$ cat src/rtl/traffic_light_monitor_if.sv
// Lamp-bus monitor interface: observed lamp pattern, tick strobe and error clear
// toward the monitor, and decoded phase, timing and error status back out.
interface traffic_light_monitor_if;
    logic       Tick;
    logic [4:0] LED;
    logic       Err_Clr;
    logic [2:0] Phase;
    logic [5:0] Dwell;
    logic       Seq_Err;
    logic       Time_Err;
    logic [1:0] Err_Code;
    logic       Cycle_Done;
    logic [7:0] Cycle_Cnt;

    modport master (
        output Tick, LED, Err_Clr,
        input  Phase, Dwell, Seq_Err, Time_Err, Err_Code, Cycle_Done, Cycle_Cnt
    );

    modport slave (
        input  Tick, LED, Err_Clr,
        output Phase, Dwell, Seq_Err, Time_Err, Err_Code, Cycle_Done, Cycle_Cnt
    );
endinterface

$ cat src/rtl/traffic_light_monitor.sv
// Receive-side checker for the traffic-light lamp bus: decodes the phase, times
// each phase in ticks, flags sequence/timing errors and counts completed cycles.
module traffic_light_monitor #(
    parameter int unsigned MIN_GO     = 3,
    parameter int unsigned MIN_YELLOW = 2,
    parameter int unsigned MAX_YELLOW = 3,
    parameter int unsigned MAX_RED    = 20
) (
    input  logic                    CLK_50MHz,
    input  logic                    Res,
    traffic_light_monitor_if.slave  bus
);

    localparam int unsigned DWELL_W = 6;
    localparam int unsigned CNT_W   = 8;
    localparam int unsigned CODE_W  = 2;
    localparam logic [DWELL_W-1:0] DWELL_SAT = '1;

    localparam logic [CODE_W-1:0] CODE_NONE  = CODE_W'(0);
    localparam logic [CODE_W-1:0] CODE_SEQ   = CODE_W'(1);
    localparam logic [CODE_W-1:0] CODE_SHORT = CODE_W'(2);
    localparam logic [CODE_W-1:0] CODE_LONG  = CODE_W'(3);

    typedef enum logic [2:0] {
        DARK      = 3'd0,
        GREEN     = 3'd1,
        ARROW     = 3'd2,
        YELLOW    = 3'd3,
        RED       = 3'd4,
        RED_ARROW = 3'd5,
        ILLEGAL   = 3'd7
    } phase_t;

    phase_t               phase_q, phase_d;
    logic [DWELL_W-1:0]   dwell_q, dwell_d;
    logic                 seq_err_q, seq_err_d;
    logic                 time_err_q, time_err_d;
    logic [CODE_W-1:0]    err_code_q, err_code_d;
    logic                 cycle_done_q, cycle_done_d;
    logic [CNT_W-1:0]     cycle_cnt_q, cycle_cnt_d;

    phase_t               led_phase;
    logic                 changed;
    logic                 legal_move;
    logic                 seq_ev;
    logic                 short_ev;
    logic                 long_ev;
    logic [CODE_W-1:0]    code_base;

    // Exact-match decode of the lamp pattern
    always_comb begin
        case (bus.LED)
            5'b00000: led_phase = DARK;
            5'b00011: led_phase = GREEN;
            5'b00100: led_phase = ARROW;
            5'b01000: led_phase = YELLOW;
            5'b10000: led_phase = RED;
            5'b10100: led_phase = RED_ARROW;
            default:  led_phase = ILLEGAL;
        endcase
    end

    // Phase register plus all monitor state
    always_ff @(posedge CLK_50MHz) begin
        if (Res) begin
            phase_q      <= DARK;
            dwell_q      <= '0;
            seq_err_q    <= 1'b0;
            time_err_q   <= 1'b0;
            err_code_q   <= CODE_NONE;
            cycle_done_q <= 1'b0;
            cycle_cnt_q  <= '0;
        end else begin
            phase_q      <= phase_d;
            dwell_q      <= dwell_d;
            seq_err_q    <= seq_err_d;
            time_err_q   <= time_err_d;
            err_code_q   <= err_code_d;
            cycle_done_q <= cycle_done_d;
            cycle_cnt_q  <= cycle_cnt_d;
        end
    end

    // Next phase, transition legality, dwell timing and error bookkeeping
    always_comb begin
        phase_d      = led_phase;
        dwell_d      = dwell_q;
        seq_err_d    = seq_err_q;
        time_err_d   = time_err_q;
        err_code_d   = err_code_q;
        cycle_done_d = 1'b0;
        cycle_cnt_d  = cycle_cnt_q;
        changed      = (led_phase != phase_q);
        legal_move   = 1'b0;
        seq_ev       = 1'b0;
        short_ev     = 1'b0;
        long_ev      = 1'b0;
        code_base    = err_code_q;

        if (led_phase == DARK) begin
            legal_move = 1'b1;
        end else if (led_phase != ILLEGAL) begin
            case (phase_q)
                DARK:         legal_move = 1'b1;
                RED:          legal_move = (led_phase == GREEN) || (led_phase == ARROW);
                GREEN, ARROW: legal_move = (led_phase == YELLOW);
                YELLOW:       legal_move = (led_phase == RED) || (led_phase == RED_ARROW);
                RED_ARROW:    legal_move = (led_phase == RED);
                default:      legal_move = 1'b0;
            endcase
        end

        seq_ev = changed && !legal_move;

        if (changed) begin
            if (((phase_q == GREEN) || (phase_q == ARROW)) && (dwell_q < DWELL_W'(MIN_GO)))
                short_ev = 1'b1;
            if ((phase_q == YELLOW) && (dwell_q < DWELL_W'(MIN_YELLOW)))
                short_ev = 1'b1;
            if ((phase_q == YELLOW) && (dwell_q > DWELL_W'(MAX_YELLOW)))
                long_ev = 1'b1;
        end else if ((phase_q == RED) && bus.Tick && (dwell_q == DWELL_W'(MAX_RED))) begin
            // Dwell only passes MAX_RED once per RED visit, so this fires once
            long_ev = 1'b1;
        end

        // A fresh error in the clearing clock still lands
        if (bus.Err_Clr) begin
            seq_err_d  = 1'b0;
            time_err_d = 1'b0;
            code_base  = CODE_NONE;
        end
        err_code_d = code_base;
        if (seq_ev)
            seq_err_d = 1'b1;
        if (short_ev || long_ev)
            time_err_d = 1'b1;
        if (code_base == CODE_NONE) begin
            if (seq_ev)
                err_code_d = CODE_SEQ;
            else if (short_ev)
                err_code_d = CODE_SHORT;
            else if (long_ev)
                err_code_d = CODE_LONG;
        end

        if (changed)
            dwell_d = '0;
        else if (bus.Tick && (dwell_q != DWELL_SAT))
            dwell_d = dwell_q + DWELL_W'(1);

        cycle_done_d = changed && (phase_q == RED) &&
                       ((led_phase == GREEN) || (led_phase == ARROW));
        cycle_cnt_d  = cycle_cnt_q + CNT_W'(cycle_done_d);
    end

    assign bus.Phase      = phase_q;
    assign bus.Dwell      = dwell_q;
    assign bus.Seq_Err    = seq_err_q;
    assign bus.Time_Err   = time_err_q;
    assign bus.Err_Code   = err_code_q;
    assign bus.Cycle_Done = cycle_done_q;
    assign bus.Cycle_Cnt  = cycle_cnt_q;

endmodule

$ cat src/flat_wrapper.sv
// flat-port wrapper written by rule: the top's interface ports become plain ports
module traffic_light_monitor_flat 
#(
    parameter int unsigned MIN_GO     = 3,
    parameter int unsigned MIN_YELLOW = 2,
    parameter int unsigned MAX_YELLOW = 3,
    parameter int unsigned MAX_RED    = 20
)
  (CLK_50MHz, Res, bus_Tick, bus_LED, bus_Err_Clr, bus_Phase, bus_Dwell, bus_Seq_Err, bus_Time_Err, bus_Err_Code, bus_Cycle_Done, bus_Cycle_Cnt);
  traffic_light_monitor_if bus_i ();
  input  logic CLK_50MHz;
  input  logic Res;
  input wire logic [$bits(bus_i.Tick)-1:0] bus_Tick;
  input wire logic [$bits(bus_i.LED)-1:0] bus_LED;
  input wire logic [$bits(bus_i.Err_Clr)-1:0] bus_Err_Clr;
  output wire logic [$bits(bus_i.Phase)-1:0] bus_Phase;
  output wire logic [$bits(bus_i.Dwell)-1:0] bus_Dwell;
  output wire logic [$bits(bus_i.Seq_Err)-1:0] bus_Seq_Err;
  output wire logic [$bits(bus_i.Time_Err)-1:0] bus_Time_Err;
  output wire logic [$bits(bus_i.Err_Code)-1:0] bus_Err_Code;
  output wire logic [$bits(bus_i.Cycle_Done)-1:0] bus_Cycle_Done;
  output wire logic [$bits(bus_i.Cycle_Cnt)-1:0] bus_Cycle_Cnt;
  assign bus_i.Tick = bus_Tick;
  assign bus_i.LED = bus_LED;
  assign bus_i.Err_Clr = bus_Err_Clr;
  assign bus_Phase = bus_i.Phase;
  assign bus_Dwell = bus_i.Dwell;
  assign bus_Seq_Err = bus_i.Seq_Err;
  assign bus_Time_Err = bus_i.Time_Err;
  assign bus_Err_Code = bus_i.Err_Code;
  assign bus_Cycle_Done = bus_i.Cycle_Done;
  assign bus_Cycle_Cnt = bus_i.Cycle_Cnt;
  traffic_light_monitor #(.MIN_GO(MIN_GO), .MIN_YELLOW(MIN_YELLOW), .MAX_YELLOW(MAX_YELLOW), .MAX_RED(MAX_RED)) u_core (.CLK_50MHz(CLK_50MHz), .Res(Res), .bus(bus_i));
endmodule
$ cat config.mk
export PLATFORM = sky130hd
export DESIGN_NAME = traffic_light_monitor_flat
export DESIGN_NICKNAME = d
export VERILOG_FILES = /design/src/rtl/traffic_light_monitor_if.sv /design/src/rtl/traffic_light_monitor.sv /design/src/flat_wrapper.sv
export SDC_FILE = /design/constraint.sdc
export NUM_CORES = 1
export LEC_CHECK = 0
export BUFFER_PORTS_ARGS = -buffer_cell sky130_fd_sc_hd__buf_4
export CAP_MARGIN = 30
export CORE_AREA = 2 2 54 56
export CTS_BUF_LIST = sky130_fd_sc_hd__clkbuf_16
export CTS_CLUSTER_SIZE = 20
export DETAILED_ROUTE_END_ITERATION = 16
export DIE_AREA = 0 0 56 58
export HOLD_SLACK_MARGIN = 0.02
export PLACE_DENSITY = 0.87
export SLEW_MARGIN = 20
export SYNTH_ARGS = -nofsm -noshare
export SYNTH_HDL_FRONTEND = slang
export SYNTH_SLANG_ARGS = --single-unit
$ cat constraint.sdc
create_clock -name CLK_50MHz -period 2.17 [get_ports CLK_50MHz]
set_input_delay 0.217 -clock CLK_50MHz [delete_from_list [all_inputs] [get_ports CLK_50MHz]]
set_output_delay 0.217 -clock CLK_50MHz [all_outputs]
set_load 0.005 [all_outputs]
==> results.sh <==
export IMPL_status="complete, no violations"
export IMPL_clock_latency_ps=250
export IMPL_root_buffer="clkbuf_16"
export IMPL_diodes=0
export IMPL_timing_final_max_slew_violations=0
export IMPL_grt_use_total_pct=17.81
export IMPL_drv_cap=0
export IMPL_finalWorstSetupSlack_ps=265.1
export IMPL_cts_buffer_depth=2
export IMPL_initial_core_util_pct=50.61
export IMPL_wl_met3_um=145
export IMPL_fin_crit_ps=1905
export IMPL_postCtsSetupBuffers=0
export IMPL_ys_ff_latch=22
export IMPL_async_flop_share_pct=0
export IMPL_intPower_mw=0.7174
export IMPL_finClkSkew_ps=1.556
export IMPL_placedCellCount=213
export IMPL_hpwl_um=2101
export IMPL_wl_met1_um=1241
export IMPL_dr_max_layer_used="met4"
export IMPL_critPathCaptureType="flip-flop"
export IMPL_dr_pass1_iters=4
export IMPL_cp_cell_sequence="nor3b_1 > o211ai_1 > o311ai_1 > o21ai_1 > or4_1 > a311oi_2"
export IMPL_final_common_cell="buf_4"
export IMPL_p_sw_mw=0.2087
export IMPL_wl_per_cell_um=12.51
export IMPL_htreeDepth=1
export IMPL_pwr_share_seq_pct=45.8
export IMPL_combPwrFrac_pct=14.3
export IMPL_ant_nets=0
export IMPL_gp_congestion=0.8219
export IMPL_rsz0062_at_grt="false"
export IMPL_pre_cts_ws_ps=197.6
export IMPL_worst_ep_arrival_time_ps=2070
export IMPL_finalSetupViolCount=0
export IMPL_cts_sinks=22
export IMPL_hp_class="primary input to flip-flop"
export IMPL_slew_headroom_pct=68.91
export IMPL_fp_row_count=19
export IMPL_place_area_um2=1559
export IMPL_grt_max_degree=18
export IMPL_synth_ff_type="dfxtp_1"
export IMPL_clk_pin_slew_ps=50
export IMPL_cts_buffers=3
export IMPL_hold_viol_final=0
export IMPL_drt_total_wl_um=2703
export IMPL_synth_edff_count=0
export IMPL_dr_total_vias=1193
export IMPL_clockPowerShare_pct=39.9
export IMPL_power_leakage_nw=0.6858
export IMPL_critical_path_top_delay_family="simple AND/OR/NAND/NOR gates"
export IMPL_yosys_area_top_type="dfxtp_1"
export IMPL_worstPathRequired_ps=2330
export IMPL_cp_slowest_cell="or4_1"
export IMPL_io_pins=31
export IMPL_die_w_um=56
export IMPL_fin_cells=216
export IMPL_overflow=0
export IMPL_critPathMaxStageDelay_ps=430
export IMPL_ys_seq_area_share_pct=32.68
export IMPL_via_per_inst=5.523
export IMPL_post_cts_resized=0
export IMPL_crit_buf_inv=0
export IMPL_layout_common_cells="buf_4, nor2_1, dfxtp_1, inv_1, xor2_1"
export IMPL_drt_iter0_drc=21
export IMPL_antenna_found_initial=0
export IMPL_grt_pass1_vias=1074
export IMPL_worstSetupPathType="flip-flop to flip-flop"
export IMPL_cp_start_kind="flip-flop"
export IMPL_area_growth_pct=21.26
export IMPL_cts_tree="yes"
export IMPL_grt_pass1_wl_um=4560
export IMPL_cp_max_fo=9
export IMPL_finalInstanceArea_um2=1634
export IMPL_power_density_nw_per_um2=566.8
export IMPL_synth_cell_type_count=51
export IMPL_syn_area_per_cell_um2=8.475
export IMPL_tightest_slew_ps=462.1
export IMPL_core_area_um2=2663
export IMPL_synth_nets=172
export IMPL_route_detailed_drc=0
export IMPL_io_buffers=30
export IMPL_period_share_pct=87.78
export IMPL_nets=200
export IMPL_synth_warnings=0
export IMPL_max_freq_ghz=0.5250
export IMPL_ir_worst_vdd_mv=0.4359
export IMPL_setup_tns_ps=0
export IMPL_wl_met2_um=1254
export IMPL_synth_area_um2=1348
export IMPL_synth_top_area_share_pct=32.68
export IMPL_die_area_um2=3248
export IMPL_layout_drive_gt1_share_pct=25.95
export IMPL_hold_buffers=0
export IMPL_synthTopCellsByArea="dfxtp_1, nor2_1, xor2_1"
export IMPL_synthCells=159
export IMPL_netSwitchingFraction_pct=22.54
export IMPL_die_h_um=58
==> worst paths after layout <==
kind | startpoint | endpoint | slack [ps] | cells after the start
worst min-delay path | bus_Err_Clr | u_core.bus.Seq_Err | 260 | 3
worst max-delay path | u_core.bus.Phase[1] | u_core.bus.Err_Code[1] | 270 | 6
worst max register to register | u_core.bus.Phase[1] | u_core.bus.Err_Code[1] | 270 | 6
worst min register to register | u_core.bus.Seq_Err | u_core.bus.Seq_Err | 470 | 2
==> flip-flops by register name (all words and copies together) (netlist names) <==
| name | count |
|---|---|
| u_core.bus.Cycle_Cnt | 8 |
| u_core.bus.Seq_Err | 1 |
| u_core.bus.Err_Code | 2 |
| u_core.bus.Phase | 3 |
| u_core.bus.Time_Err | 1 |
| u_core.bus.Dwell | 6 |
| u_core.bus.Cycle_Done | 1 |
==> cell families after synthesis <==
kind of cell | after synthesis | synth area share (%)
xor gates and xnor gates | 12 | 7.799
adders and majority gates | 6 | 5.200
AOI/OAI and AO/OA | 30 | 18.57
DFF | 22 | 32.68
buffers and inverters | 16 | 6.963
and+or+nand+nor | 73 | 28.78
==> power by group through the flow <==
stage / combinational (mW) / clock, mW / sequential (mW)
6_report: 0.133 / 0.369 / 0.424
5_1_grt: 0.146 / 0.399 / 0.425
4_1_cts: 0.133 / 0.380 / 0.424
3_5_place_dp: 0.133 / 0 / 0.433
3_3_place_gp: 0.128 / 0 / 0.432
2_1_floorplan: 0.0973 / 0 / 0.431
==> Yosys cell counts, types with 3 or more instances <==
| cell | instances |
|---|---|
| a21oi_1 | 6 |
| a31oi_1 | 3 |
| and3_1 | 4 |
| buf_2 | 3 |
| dfxtp_1 | 22 |
| ha_1 | 4 |
| inv_1 | 7 |
| nand2_1 | 5 |
| nand2b_1 | 6 |
| nand3_1 | 5 |
| nor2_1 | 29 |
| nor2b_1 | 3 |
| o21ai_0 | 3 |
| o21ai_1 | 4 |
| xnor2_1 | 5 |
| xor2_1 | 7 |
==> through the flow <==
step                      hold slack [ps]  utilization, %  total power [mW]
after global routing                282.7           61.37            0.9701
after detailed placement            471.2           58.55            0.5654
after CTS                           256.5           61.37            0.9370
after floorplan                     398.8               -            0.5283
final                               255.3           61.37            0.9261
after global placement              459.5           58.55            0.5605
==> cell type report <==
| class | instances | area, um2 |
|---|---|---|
| inverters | 7 | 26.28 |
| repair buffers | 32 | 240.2 |
| well taps | 31 | 38.79 |
| clock buffers | 3 | 75.07 |
| fillers | 251 | 1028 |
| flip-flops and latches | 22 | 440.4 |
| multi-input cells | 121 | 813.3 |
==> per-layer routing <==
metal  GRT usage (%)  vias up
met3           3.125        4
met4           10.54        0
met2           29.41       32
met5               0        -
met1           21.90      550
li1                -      607
==> tightest hold or removal path: cells and delay by family <==
kind,cells,cell delay [ps]
compound gates,1,60
simple gates,1,90
buf+inv,1,90
Power figures use the tool's default switching activity.
